$ cat src/rtl/sd_data_pkg.sv
// SD DAT0 serial PHY: shared state encoding and CRC constants.
package sd_data_pkg;

  localparam logic [15:0] CRC16_POLY = 16'h1021;
  localparam int BLOCK_WORDS_DEF = 128;

  typedef enum logic [3:0] {
    IDLE,
    TX_START,
    TX_DATA,
    TX_CRC,
    TX_END,
    TX_BUSY,
    RX_WAIT,
    RX_DATA,
    RX_CRC,
    RX_END
  } state_t;

endpackage

$ cat src/rtl/sd_crc16.sv
// Serial CRC16 (x^16+x^12+x^5+1), zero init, one bit per enabled cycle.
module sd_crc16
  import sd_data_pkg::*;
(
  input  logic        clk,
  input  logic        rst_n,
  input  logic        clear,
  input  logic        enable,
  input  logic        bit_in,
  output logic [15:0] crc
);

  logic fb;

  assign fb = bit_in ^ crc[15];

  always_ff @(posedge clk) begin
    if (!rst_n || clear) begin
      crc <= '0;
    end else if (enable) begin
      crc <= {crc[14:0], 1'b0} ^ (fb ? CRC16_POLY : 16'h0000);
    end
  end

endmodule

$ cat src/rtl/sd_data_phy.sv
// SD DAT0 block transfer engine: framed TX with busy wait, framed RX
// with CRC check, shared timeout counter and abort.
module sd_data_phy
  import sd_data_pkg::*;
#(
  parameter int BLOCK_WORDS = BLOCK_WORDS_DEF
) (
  input  logic        SD_clock,
  input  logic        Reset,
  input  logic        Send,
  input  logic        WriteRead,
  input  logic        Idle,
  input  logic        Timeout_enable,
  input  logic [15:0] Timeout_reg,
  input  logic [31:0] Data_from_FIFO,
  output logic        ReadEn,
  output logic [31:0] Data_to_FIFO,
  output logic        WriteEn,
  input  logic        Data_pin_in,
  output logic        Data_pin_out,
  output logic        Data_pin_oe,
  output logic        Serial_ready,
  output logic        Complete,
  output logic        CRC_error,
  output logic        Timeout
);

  localparam int NBITS = 32 * BLOCK_WORDS;
  localparam int BCW = $clog2(NBITS);
  localparam logic [BCW-1:0] LAST = BCW'(NBITS - 1);

  state_t state, state_nxt;

  logic [31:0]    shreg;
  logic [BCW-1:0] bcnt;
  logic [15:0]    tcnt;
  logic [15:0]    crc;
  logic           crc_bad;
  logic           crc_clr;
  logic           crc_en;
  logic           crc_bit;
  logic           crc_tx;
  logic           word_end;
  logic           last_bit;
  logic           crc_last;
  logic           tmo_hit;
  logic           done;
  logic           tmo_ev;

  assign word_end = (bcnt[4:0] == 5'd31);
  assign last_bit = (bcnt == LAST);
  assign crc_last = (bcnt[3:0] == 4'd15);
  assign crc_tx = crc[4'd15 - bcnt[3:0]];
  assign tmo_hit = Timeout_enable && (tcnt == Timeout_reg);
  assign crc_clr = Idle || (state == IDLE);
  assign Serial_ready = (state == IDLE);

  sd_crc16 u_crc (
    .clk    (SD_clock),
    .rst_n  (Reset),
    .clear  (crc_clr),
    .enable (crc_en),
    .bit_in (crc_bit),
    .crc    (crc)
  );

  always_ff @(posedge SD_clock) begin
    if (!Reset) state <= IDLE;
    else        state <= state_nxt;
  end

  always_comb begin
    state_nxt    = state;
    Data_pin_oe  = 1'b0;
    Data_pin_out = 1'b1;
    ReadEn       = 1'b0;
    crc_en       = 1'b0;
    crc_bit      = 1'b0;
    done         = 1'b0;
    tmo_ev       = 1'b0;
    unique case (state)
      IDLE: begin
        if (Send) state_nxt = WriteRead ? TX_START : RX_WAIT;
      end
      TX_START: begin
        Data_pin_oe  = 1'b1;
        Data_pin_out = 1'b0;
        ReadEn       = 1'b1;
        state_nxt    = TX_DATA;
      end
      TX_DATA: begin
        Data_pin_oe  = 1'b1;
        Data_pin_out = shreg[31];
        crc_en       = 1'b1;
        crc_bit      = shreg[31];
        // refill on the LSB so the next MSB follows with no gap
        ReadEn       = word_end && !last_bit;
        if (last_bit) state_nxt = TX_CRC;
      end
      TX_CRC: begin
        Data_pin_oe  = 1'b1;
        Data_pin_out = crc_tx;
        if (crc_last) state_nxt = TX_END;
      end
      TX_END: begin
        Data_pin_oe = 1'b1;
        state_nxt   = TX_BUSY;
      end
      TX_BUSY: begin
        if (Data_pin_in) begin
          done      = 1'b1;
          state_nxt = IDLE;
        end else if (tmo_hit) begin
          tmo_ev    = 1'b1;
          state_nxt = IDLE;
        end
      end
      RX_WAIT: begin
        if (!Data_pin_in) begin
          state_nxt = RX_DATA;
        end else if (tmo_hit) begin
          tmo_ev    = 1'b1;
          state_nxt = IDLE;
        end
      end
      RX_DATA: begin
        crc_en  = 1'b1;
        crc_bit = Data_pin_in;
        if (last_bit) state_nxt = RX_CRC;
      end
      RX_CRC: begin
        if (crc_last) state_nxt = RX_END;
      end
      RX_END: begin
        done      = 1'b1;
        state_nxt = IDLE;
      end
      default: state_nxt = IDLE;
    endcase
    if (Idle) begin
      state_nxt = IDLE;
      ReadEn    = 1'b0;
      crc_en    = 1'b0;
      done      = 1'b0;
      tmo_ev    = 1'b0;
    end
  end

  always_ff @(posedge SD_clock) begin
    if (!Reset) begin
      shreg        <= '0;
      bcnt         <= '0;
      tcnt         <= '0;
      crc_bad      <= 1'b0;
      WriteEn      <= 1'b0;
      Data_to_FIFO <= '0;
      Complete     <= 1'b0;
      CRC_error    <= 1'b0;
      Timeout      <= 1'b0;
    end else begin
      Complete  <= done;
      CRC_error <= done && (state == RX_END) &&
                   (crc_bad || !Data_pin_in);
      Timeout   <= tmo_ev;
      WriteEn   <= 1'b0;

      if (state_nxt != state) bcnt <= '0;
      else if (state inside {TX_DATA, TX_CRC, RX_DATA, RX_CRC})
        bcnt <= bcnt + 1'b1;

      if (state_nxt != state) tcnt <= '0;
      else if (state inside {TX_BUSY, RX_WAIT} && tcnt != 16'hFFFF)
        tcnt <= tcnt + 1'b1;

      if (Idle || state == IDLE) crc_bad <= 1'b0;
      else if (state == RX_CRC && Data_pin_in != crc_tx) crc_bad <= 1'b1;

      if (Idle) begin
        shreg <= '0;
      end else if (ReadEn) begin
        shreg <= Data_from_FIFO;
      end else if (state == TX_DATA) begin
        shreg <= {shreg[30:0], 1'b0};
      end else if (state == RX_DATA) begin
        shreg <= {shreg[30:0], Data_pin_in};
        if (word_end) begin
          WriteEn      <= 1'b1;
          Data_to_FIFO <= {shreg[30:0], Data_pin_in};
        end
      end
    end
  end

endmodule

$ cat config.mk
export PLATFORM = sky130hd
export DESIGN_NAME = sd_data_phy
export DESIGN_NICKNAME = d
export VERILOG_FILES = /design/src/rtl/sd_data_pkg.sv /design/src/rtl/sd_crc16.sv /design/src/rtl/sd_data_phy.sv
export SDC_FILE = /design/constraint.sdc
export NUM_CORES = 1
export LEC_CHECK = 0
export CAP_MARGIN = 10
export CORE_UTILIZATION = 57
export DETAILED_ROUTE_END_ITERATION = 10
export PLACE_DENSITY_LB_ADDON = 0.05
export SLEW_MARGIN = 0
export SYNTH_ARGS = -nofsm -noshare
export SYNTH_HDL_FRONTEND = slang
export SYNTH_HIERARCHICAL = 1
export SYNTH_SLANG_ARGS = --single-unit
$ cat constraint.sdc
create_clock -name SD_clock -period 6.15 [get_ports SD_clock]
set_input_delay 1.23 -clock SD_clock [delete_from_list [all_inputs] [get_ports SD_clock]]
set_output_delay 1.23 -clock SD_clock [all_outputs]
set_load 0.01 [all_outputs]
==> results of run 1 <==
[synth_stat cells, types with 2 or more instances]
master / count
a221oi_1: 2
nand3_1: 12
mux4_2: 5
nor4_1: 3
o21ai_0: 3
ha_1: 3
mux2i_1: 49
nand4_1: 9
or2_2: 5
dfxtp_1: 117
nor3_1: 36
a21boi_0: 33
nand2_1: 92
nand3b_1: 4
a2111oi_0: 2
or3_1: 5
nor2_1: 64
nand2b_1: 6
a21oi_1: 8
nor2b_1: 5
clkbuf_8: 4
o211ai_1: 4
and3_1: 2
buf_1: 4
clkbuf_1: 22
a31oi_1: 5
xnor2_1: 25
buf_6: 5
inv_1: 12
nand4b_1: 3
xor2_1: 16
a211oi_1: 33
buf_2: 8
[worst max-delay path: cells and delay by family, from the launching register on]
kind,cells,cell delay [ns]
DFF,1,0.54
and+or+nand+nor,3,0.85
adders and majority gates,1,0.26
AOI/OAI and AO/OA,1,0.17
buffers and inverters,3,1.11
[placed cells by master (no fill, tap or decap), types with 16 or more instances in the layout]
master / n
a211oi_1: 33
a21boi_0: 33
clkbuf_16: 16
clkdlybuf4s50_1: 94
dfxtp_1: 117
mux2i_1: 49
nand2_1: 92
nor2_1: 64
nor3_1: 36
xnor2_1: 25
xor2_1: 16
[cell type report]
| class | instances | area share |
|---|---|---|
| multi-input cells | 457 | 0.416 |
| well taps | 129 | 0.0226 |
| clock buffers | 23 | 0.0652 |
| repair buffers | 99 | 0.138 |
| inverters | 13 | 0.00682 |
| flip-flops and latches | 117 | 0.327 |
| clock inverters | 9 | 0.0241 |
[layer usage]
metal  vias up  part of all wire  GRT usage
li1       2357                 -          -
met5         -                 0          0
met4         0             0.015     0.0970
met2       111              0.49      0.446
met1      2211              0.45      0.337
met3        18             0.041     0.0538
[stage by stage]
step | utilization | instances | worst slack, ns
global placement | 0.690 | 814 | 1.62
floorplan | - | 631 | 2.92
global route | 0.760 | 847 | 1.19
finish | 0.760 | 847 | 1.45
CTS | 0.758 | 846 | 1.41
detailed placement | 0.690 | 814 | 1.61
[worst min path at each step]
stage	startpoint	endpoint	slack [ns]	cells after the start
6_report	Data_to_FIFO[13]	Data_to_FIFO[13]	0.46	2
5_1_grt	Data_to_FIFO[7]	Data_to_FIFO[7]	0.48	2
4_1_cts	Data_to_FIFO[13]	Data_to_FIFO[13]	0.47	2
3_5_place_dp	Data_to_FIFO[13]	Data_to_FIFO[13]	0.46	2
3_3_place_gp	Data_to_FIFO[10]	Data_to_FIFO[10]	0.45	2
2_1_floorplan	crc_bad	CRC_error	0.45	2
[where the power goes]
group / internal (µW) / switching, µW
logic: 61.0 / 55.2
clock network: 729 / 332
registers: 762 / 5.77
total: 1550 / 393
[cells by family (layout without fill, tap and decap cells)]
logic type / count (synthesis) / after routing / share of synthesized area
buf+inv: 57 / 144 / 0.0539
mux: 54 / 54 / 0.107
fa+ha+maj: 3 / 3 / 0.00668
simple gates: 258 / 258 / 0.215
xor+xnor: 41 / 41 / 0.0639
compound gates: 101 / 101 / 0.136
flops: 117 / 117 / 0.417
==> impl_metrics.prom, run 1 <==
# TYPE chip_impl_metric gauge
chip_impl_metric{name="netlist.area_leader.share",unit=""} 0.417
chip_impl_metric{name="boundaryPins",unit=""} 95
chip_impl_metric{name="synth_cells",unit=""} 631
chip_impl_metric{name="drt_first_iter_violations",unit=""} 182
chip_impl_metric{name="final.min_clock_period",unit="ns"} 4.70
chip_impl_metric{name="number_of_nets_in_the_final_layout",unit=""} 763
chip_impl_metric{name="total_gr_overflow",unit=""} 0
chip_impl_metric{name="dp.final_hpwl",unit="µm"} 8420
chip_impl_metric{name="rr_worst_depth",unit=""} 7
chip_impl_info{name="endpoint_kind_of_the_worst_setup_timing_path",value="output port"} 1
chip_impl_info{name="reg2reg_from",value="bcnt[0]"} 1
chip_impl_metric{name="drt-pass1-iter-count",unit=""} 4
chip_impl_metric{name="power.ir.vdd_worst",unit="mV"} 0.205
chip_impl_metric{name="vias",unit=""} 4697
chip_impl_metric{name="final_layout_size_suffix_gt1_frac",unit=""} 0.0822
chip_impl_metric{name="fin_clk_skew",unit="ns"} 0.00533
chip_impl_metric{name="timing.hold.ws",unit="ns"} 0.462
chip_impl_metric{name="leakage_power_total",unit="µW"} 0.00260
chip_impl_metric{name="placed_inst_area",unit="µm²"} 6500
chip_impl_metric{name="start_util",unit=""} 0.597
chip_impl_metric{name="htree_levels",unit=""} 4
chip_impl_metric{name="ant_nets",unit=""} 0
chip_impl_metric{name="overall_global_routing_resource_usage",unit=""} 0.265
chip_impl_info{name="post-synth-top-area-cell",value="dfxtp_1"} 1
chip_impl_info{name="path_class",value="reg2out"} 1
chip_impl_metric{name="synthesis.nets",unit=""} 689
chip_impl_metric{name="floorplan.core_area",unit="µm²"} 9420
chip_impl_metric{name="netlist-cell-type-count",unit=""} 58
chip_impl_metric{name="tns",unit="ns"} 0
chip_impl_info{name="tritoncts",value="built"} 1
chip_impl_info{name="rsz0062_at_grt",value="no"} 1
chip_impl_metric{name="register_area",unit="µm²"} 2340
chip_impl_info{name="post_synth_top_flop",value="dfxtp_1"} 1
chip_impl_metric{name="period_utilization_post_route",unit=""} 0.764
chip_impl_metric{name="cp_data_arrival_time",unit="ns"} 3.47
chip_impl_metric{name="die_x_extent",unit="µm"} 101
chip_impl_metric{name="viasPerCell",unit=""} 5.55
chip_impl_metric{name="report.final.slew_viol_count",unit=""} 0
chip_impl_metric{name="warnings_synthesis",unit=""} 6
chip_impl_info{name="layout_top_registers",value="Data_to_FIFO (32), shreg (32)"} 1
chip_impl_metric{name="die_area",unit="µm²"} 10300
chip_impl_info{name="critPathLaunch",value="bcnt[0]"} 1
chip_impl_metric{name="number_of_synthesized_register_bits",unit=""} 117
chip_impl_info{name="synth_top_cells_by_area",value="dfxtp_1 (42%), mux2i_1 (8.7%), nand2_1 (6.1%)"} 1
chip_impl_info{name="regToRegEndpoint",value="tcnt[7]"} 1
chip_impl_metric{name="cts-hold-fix-buffers",unit=""} 0
chip_impl_metric{name="area_growth_syn_to_layout",unit="%"} 27.3
chip_impl_metric{name="cts_post_setup_buffers_inserted",unit=""} 0
chip_impl_metric{name="synthesis.area",unit="µm²"} 5620
chip_impl_metric{name="synth_seq_area_share",unit=""} 0.417
chip_impl_metric{name="ctsLongestPathBuffers",unit=""} 2
chip_impl_metric{name="finalSetupViolations",unit=""} 0
chip_impl_info{name="hold_class",value="reg2reg"} 1
chip_impl_metric{name="final_hold_viol_count",unit=""} 0
chip_impl_metric{name="grt_first_pass_wirelength",unit="µm"} 21400
chip_impl_metric{name="required",unit="ns"} 4.92
chip_impl_metric{name="clock_latency",unit="ns"} 0.51
chip_impl_info{name="critical_path.endpoint",value="ReadEn"} 1
chip_impl_info{name="ctsRootBufferMaster",value="clkbuf_8"} 1
chip_impl_metric{name="grt_max_degree",unit=""} 65
chip_impl_metric{name="number_of_antenna_violations_at_the_first_check_in_global_routing",unit=""} 0
chip_impl_metric{name="slew_headroom",unit=""} 0.227
chip_impl_metric{name="fp.dieH",unit="µm"} 101
chip_impl_info{name="cp_cell_sequence",value="ha_1 > nand3_1 > or4_4 > a31oi_1 > or3_2 > buf_4 > inv_1 > clkdlybuf4s50_1"} 1
chip_impl_metric{name="peak_fanout_along_the_critical_path",unit=""} 64
chip_impl_info{name="worst_setup_path_start_kind",value="flip-flop"} 1
chip_impl_info{name="cp_slowest_cell",value="or4_4"} 1
chip_impl_metric{name="post_route_cell_area",unit="µm²"} 7160
chip_impl_metric{name="placementRows",unit=""} 35
chip_impl_metric{name="cts_buffers",unit=""} 17
chip_impl_metric{name="synth-edff-count",unit=""} 0
chip_impl_info{name="status",value="finished clean"} 1
chip_impl_metric{name="drt_drc_violations_left",unit=""} 0
chip_impl_metric{name="detail_route.wirelength",unit="µm"} 12900
chip_impl_metric{name="clkSinkCount",unit=""} 117
chip_impl_metric{name="power_density",unit="nW/µm²"} 272
chip_impl_metric{name="worst-slew-pin-transition",unit="ns"} 1.16
chip_impl_metric{name="fillers",unit=""} 707
chip_impl_metric{name="numPortBuffers",unit=""} 94
chip_impl_metric{name="fin_total_pwr",unit="µW"} 1940
chip_impl_metric{name="max_clock_freq",unit="GHz"} 0.213
chip_impl_metric{name="post_synth.cell_area_avg",unit="µm²"} 8.91
chip_impl_metric{name="max-cap-violations",unit=""} 0
chip_impl_metric{name="multi_input_area",unit="µm²"} 2980
chip_impl_metric{name="post_cts_resized",unit=""} 0
chip_impl_metric{name="path_clk_slew",unit="ns"} 0.05
chip_impl_metric{name="slowest_delay",unit="ns"} 0.57
chip_impl_metric{name="antenna_cells_inserted",unit=""} 0
chip_impl_metric{name="regToRegSetupSlack",unit="ns"} 2.88
chip_impl_metric{name="synthArstFlopShare",unit=""} 0
chip_impl_metric{name="wl_per_cell",unit="µm"} 15.2
chip_impl_metric{name="grt_pass1_vias",unit=""} 4481
chip_impl_metric{name="gp_routability_congestion",unit=""} 0.831
No activity file was read; power rests on OpenSTA's default activity.
==> run 2: changes to the inputs <==
- CORE_UTILIZATION: 57 -> 53
- clock period: 6.15 -> 4.37 ns (I/O delays scaled with it)
==> impl_metrics.prom, run 2 (synthesis results as in run 1) <==
# TYPE chip_impl_metric gauge
chip_impl_metric{name="fillers",unit=""} 849
chip_impl_metric{name="ant_nets",unit=""} 0
chip_impl_info{name="tritoncts",value="built"} 1
chip_impl_metric{name="regToRegSetupSlack",unit="ns"} 1.39
chip_impl_info{name="rsz0062_at_grt",value="no"} 1
chip_impl_metric{name="boundaryPins",unit=""} 95
chip_impl_metric{name="proportion_of_total_power_due_to_net_switching",unit=""} 0.216
chip_impl_info{name="status",value="finished clean"} 1
chip_impl_metric{name="floorplan.core_area",unit="µm²"} 10300
chip_impl_metric{name="cts-hold-fix-buffers",unit=""} 0
chip_impl_info{name="final_common_cell",value="dfxtp_1"} 1
chip_impl_info{name="regToRegEndpoint",value="u_crc/crc[12]"} 1
chip_impl_metric{name="antenna_cells_inserted",unit=""} 0
chip_impl_metric{name="max_clock_freq",unit="GHz"} 0.249
chip_impl_metric{name="slowest_delay",unit="ns"} 0.56
chip_impl_info{name="min_delay_worst_endpoint",value="Data_to_FIFO[25]"} 1
chip_impl_metric{name="ctsLongestPathBuffers",unit=""} 2
chip_impl_info{name="cp_cell_sequence",value="ha_1 > nand3_1 > inv_1 > ha_1 > a31oi_1 > or3_2 > inv_1 > clkdlybuf4s50_1"} 1
chip_impl_metric{name="worst-slew-pin-transition",unit="ns"} 1.07
chip_impl_metric{name="clock_latency",unit="ns"} 0.51
chip_impl_info{name="layout_top_registers",value="Data_to_FIFO (32), shreg (32)"} 1
chip_impl_metric{name="intPower",unit="µW"} 1990
chip_impl_metric{name="cp_data_arrival_time",unit="ns"} 3.15
chip_impl_info{name="endpoint_kind_of_the_worst_setup_timing_path",value="output port"} 1
chip_impl_info{name="ctsRootBufferMaster",value="clkbuf_8"} 1
chip_impl_metric{name="cts_buffers",unit=""} 17
chip_impl_metric{name="power.clock.fraction",unit=""} 0.511
chip_impl_metric{name="post_route_cell_area",unit="µm²"} 7100
chip_impl_info{name="final_cell_mix",value="dfxtp_1 (117), clkdlybuf4s50_1 (94), nand2_1 (92)"} 1
chip_impl_metric{name="grt_pass1_vias",unit=""} 4385
chip_impl_metric{name="slew_headroom",unit=""} 0.288
chip_impl_metric{name="fp.dieH",unit="µm"} 105
chip_impl_metric{name="critPathBufInv",unit=""} 3
chip_impl_metric{name="overall_global_routing_resource_usage",unit=""} 0.233
chip_impl_metric{name="grt_first_pass_wirelength",unit="µm"} 20800
chip_impl_metric{name="total_gr_overflow",unit=""} 0
chip_impl_metric{name="numPortBuffers",unit=""} 94
chip_impl_metric{name="drt_first_iter_violations",unit=""} 209
chip_impl_metric{name="total_switching_power",unit="µW"} 550
chip_impl_metric{name="area_growth_syn_to_layout",unit="%"} 26.3
chip_impl_metric{name="final_layout_size_suffix_gt1_frac",unit=""} 0.0860
chip_impl_metric{name="dp.final_hpwl",unit="µm"} 8570
chip_impl_info{name="hold_class",value="reg2reg"} 1
chip_impl_metric{name="vias",unit=""} 4625
chip_impl_metric{name="rr_worst_depth",unit=""} 7
chip_impl_metric{name="final.min_clock_period",unit="ns"} 4.02
chip_impl_info{name="hold_start",value="Data_to_FIFO[25]"} 1
chip_impl_metric{name="sequentialPowerShare",unit=""} 0.425
chip_impl_metric{name="wl_per_cell",unit="µm"} 14.6
chip_impl_metric{name="required",unit="ns"} 3.50
chip_impl_metric{name="number_of_antenna_violations_at_the_first_check_in_global_routing",unit=""} 0
chip_impl_metric{name="power_density",unit="nW/µm²"} 358
chip_impl_metric{name="finalSetupViolations",unit=""} 0
chip_impl_metric{name="drt_drc_violations_left",unit=""} 0
chip_impl_metric{name="gp_routability_congestion",unit=""} 0.868
chip_impl_metric{name="peak_fanout_along_the_critical_path",unit=""} 8
chip_impl_metric{name="placementRows",unit=""} 37
chip_impl_metric{name="htree_levels",unit=""} 4
chip_impl_metric{name="tns",unit="ns"} 0
chip_impl_metric{name="cts_post_setup_buffers_inserted",unit=""} 0
chip_impl_info{name="highest_layer",value="met4"} 1
chip_impl_metric{name="final_hold_viol_count",unit=""} 0
chip_impl_metric{name="placed_inst_area",unit="µm²"} 6540
chip_impl_metric{name="fin_clk_skew",unit="ns"} 0.0102
chip_impl_metric{name="combPwrFrac",unit=""} 0.065
chip_impl_metric{name="max-cap-violations",unit=""} 0
chip_impl_metric{name="detail_route.wirelength",unit="µm"} 12500
chip_impl_info{name="reg2reg_from",value="state[1]"} 1
chip_impl_metric{name="routedLengthMet1",unit="µm"} 5870
chip_impl_info{name="path_class",value="reg2out"} 1
chip_impl_metric{name="grt_max_degree",unit=""} 64
chip_impl_metric{name="die_x_extent",unit="µm"} 105
chip_impl_metric{name="die_area",unit="µm²"} 11000
chip_impl_metric{name="report.final.slew_viol_count",unit=""} 0
chip_impl_metric{name="routed-wl-met3",unit="µm"} 459
chip_impl_metric{name="path_clk_slew",unit="ns"} 0.05
chip_impl_metric{name="start_util",unit=""} 0.544
chip_impl_metric{name="whs_path_depth",unit=""} 2
chip_impl_info{name="cp_slowest_cell",value="clkdlybuf4s50_1"} 1
chip_impl_metric{name="clkSinkCount",unit=""} 117
chip_impl_metric{name="power.ir.vdd_worst",unit="mV"} 0.225
chip_impl_info{name="worst_setup_path_start_kind",value="flip-flop"} 1
chip_impl_metric{name="post_cts_resized",unit=""} 0
chip_impl_metric{name="detail_route_met2_wl",unit="µm"} 6060
chip_impl_metric{name="number_of_nets_in_the_final_layout",unit=""} 766
chip_impl_metric{name="leakage_power_total",unit="µW"} 0.00258
chip_impl_info{name="delay_heaviest_family_cp",value="buffers and inverters"} 1
chip_impl_metric{name="drt-pass1-iter-count",unit=""} 4
chip_impl_metric{name="viasPerCell",unit=""} 5.40
chip_impl_metric{name="period_utilization_post_route",unit=""} 0.920
## run 2: cell types whose count changed in the layout (fill, tap and decap cells not counted)
| cell | previous run | this run |
|---|---|---|
| buf_4 | 4 | 8 |
| buf_8 | 1 | 0 |
| bufinv_16 | 5 | 2 |
| clkbuf_8 | 4 | 3 |
| clkinv_2 | 3 | 6 |
| clkinvlp_4 | 1 | 2 |
## run 2: layout make-up
| cell class | count | area (µm²) | area share |
|---|---|---|---|
| clock buffer | 22 | 453 | 0.0638 |
| multi-input combinational | 457 | 2980 | 0.420 |
| timing repair buffer | 102 | 1000 | 0.141 |
| clock inverter | 10 | 105 | 0.0148 |
| sequential | 117 | 2340 | 0.330 |
| tap | 136 | 170 | 0.0240 |
| inverter | 13 | 48.8 | 0.00687 |
## run 2: how the worst max path moves through the flow
| stage | from | endpoint | slack, ns | cells past startpoint |
|---|---|---|---|---|
| final | bcnt[0] | ReadEn | 0.35 | 8 |
| after global routing | bcnt[0] | ReadEn | 0.13 | 8 |
| after CTS | bcnt[0] | ReadEn | 0.33 | 8 |
| after detailed placement | Idle | ReadEn | 0.85 | 4 |
| after global placement | Idle | ReadEn | 0.87 | 4 |
| after floorplan | bcnt[0] | Data_pin_out | 1.77 | 7 |
## run 2: routing by layer
| layer | vias to the layer above | track usage |
|---|---|---|
| met4 | 0 | 0.102 |
| met3 | 12 | 0.0455 |
| li1 | 2354 | - |
| met5 | - | 0 |
| met2 | 93 | 0.382 |
| met1 | 2166 | 0.298 |
## run 2: power groups by stage
stage	registers, µW	logic, µW	clock network (µW)
2_1_floorplan	1100	96.5	0
3_3_place_gp	1100	164	0
3_5_place_dp	1100	164	0
4_1_cts	1080	165	1320
5_1_grt	1080	177	1370
6_report	1080	164	1300
## run 2: through the flow
| step | hold slack (ns) | power (µW) | utilization | cells | setup WS (ns) |
|---|---|---|---|---|---|
| finish | 0.460 | 2540 | 0.688 | 857 | 0.350 |
| global placement | 0.449 | 1270 | 0.633 | 825 | 0.875 |
| CTS | 0.464 | 2570 | 0.688 | 857 | 0.328 |
| floorplan | 0.448 | 1190 | - | 631 | 1.77 |
| detailed placement | 0.457 | 1270 | 0.633 | 825 | 0.850 |
| global route | 0.484 | 2630 | 0.688 | 857 | 0.129 |
## run 2: tightest hold or removal path: stages (launching register included)
cell	delay [ns]
dfxtp_1	0.30
nand2_1	0.04
a21boi_0	0.06
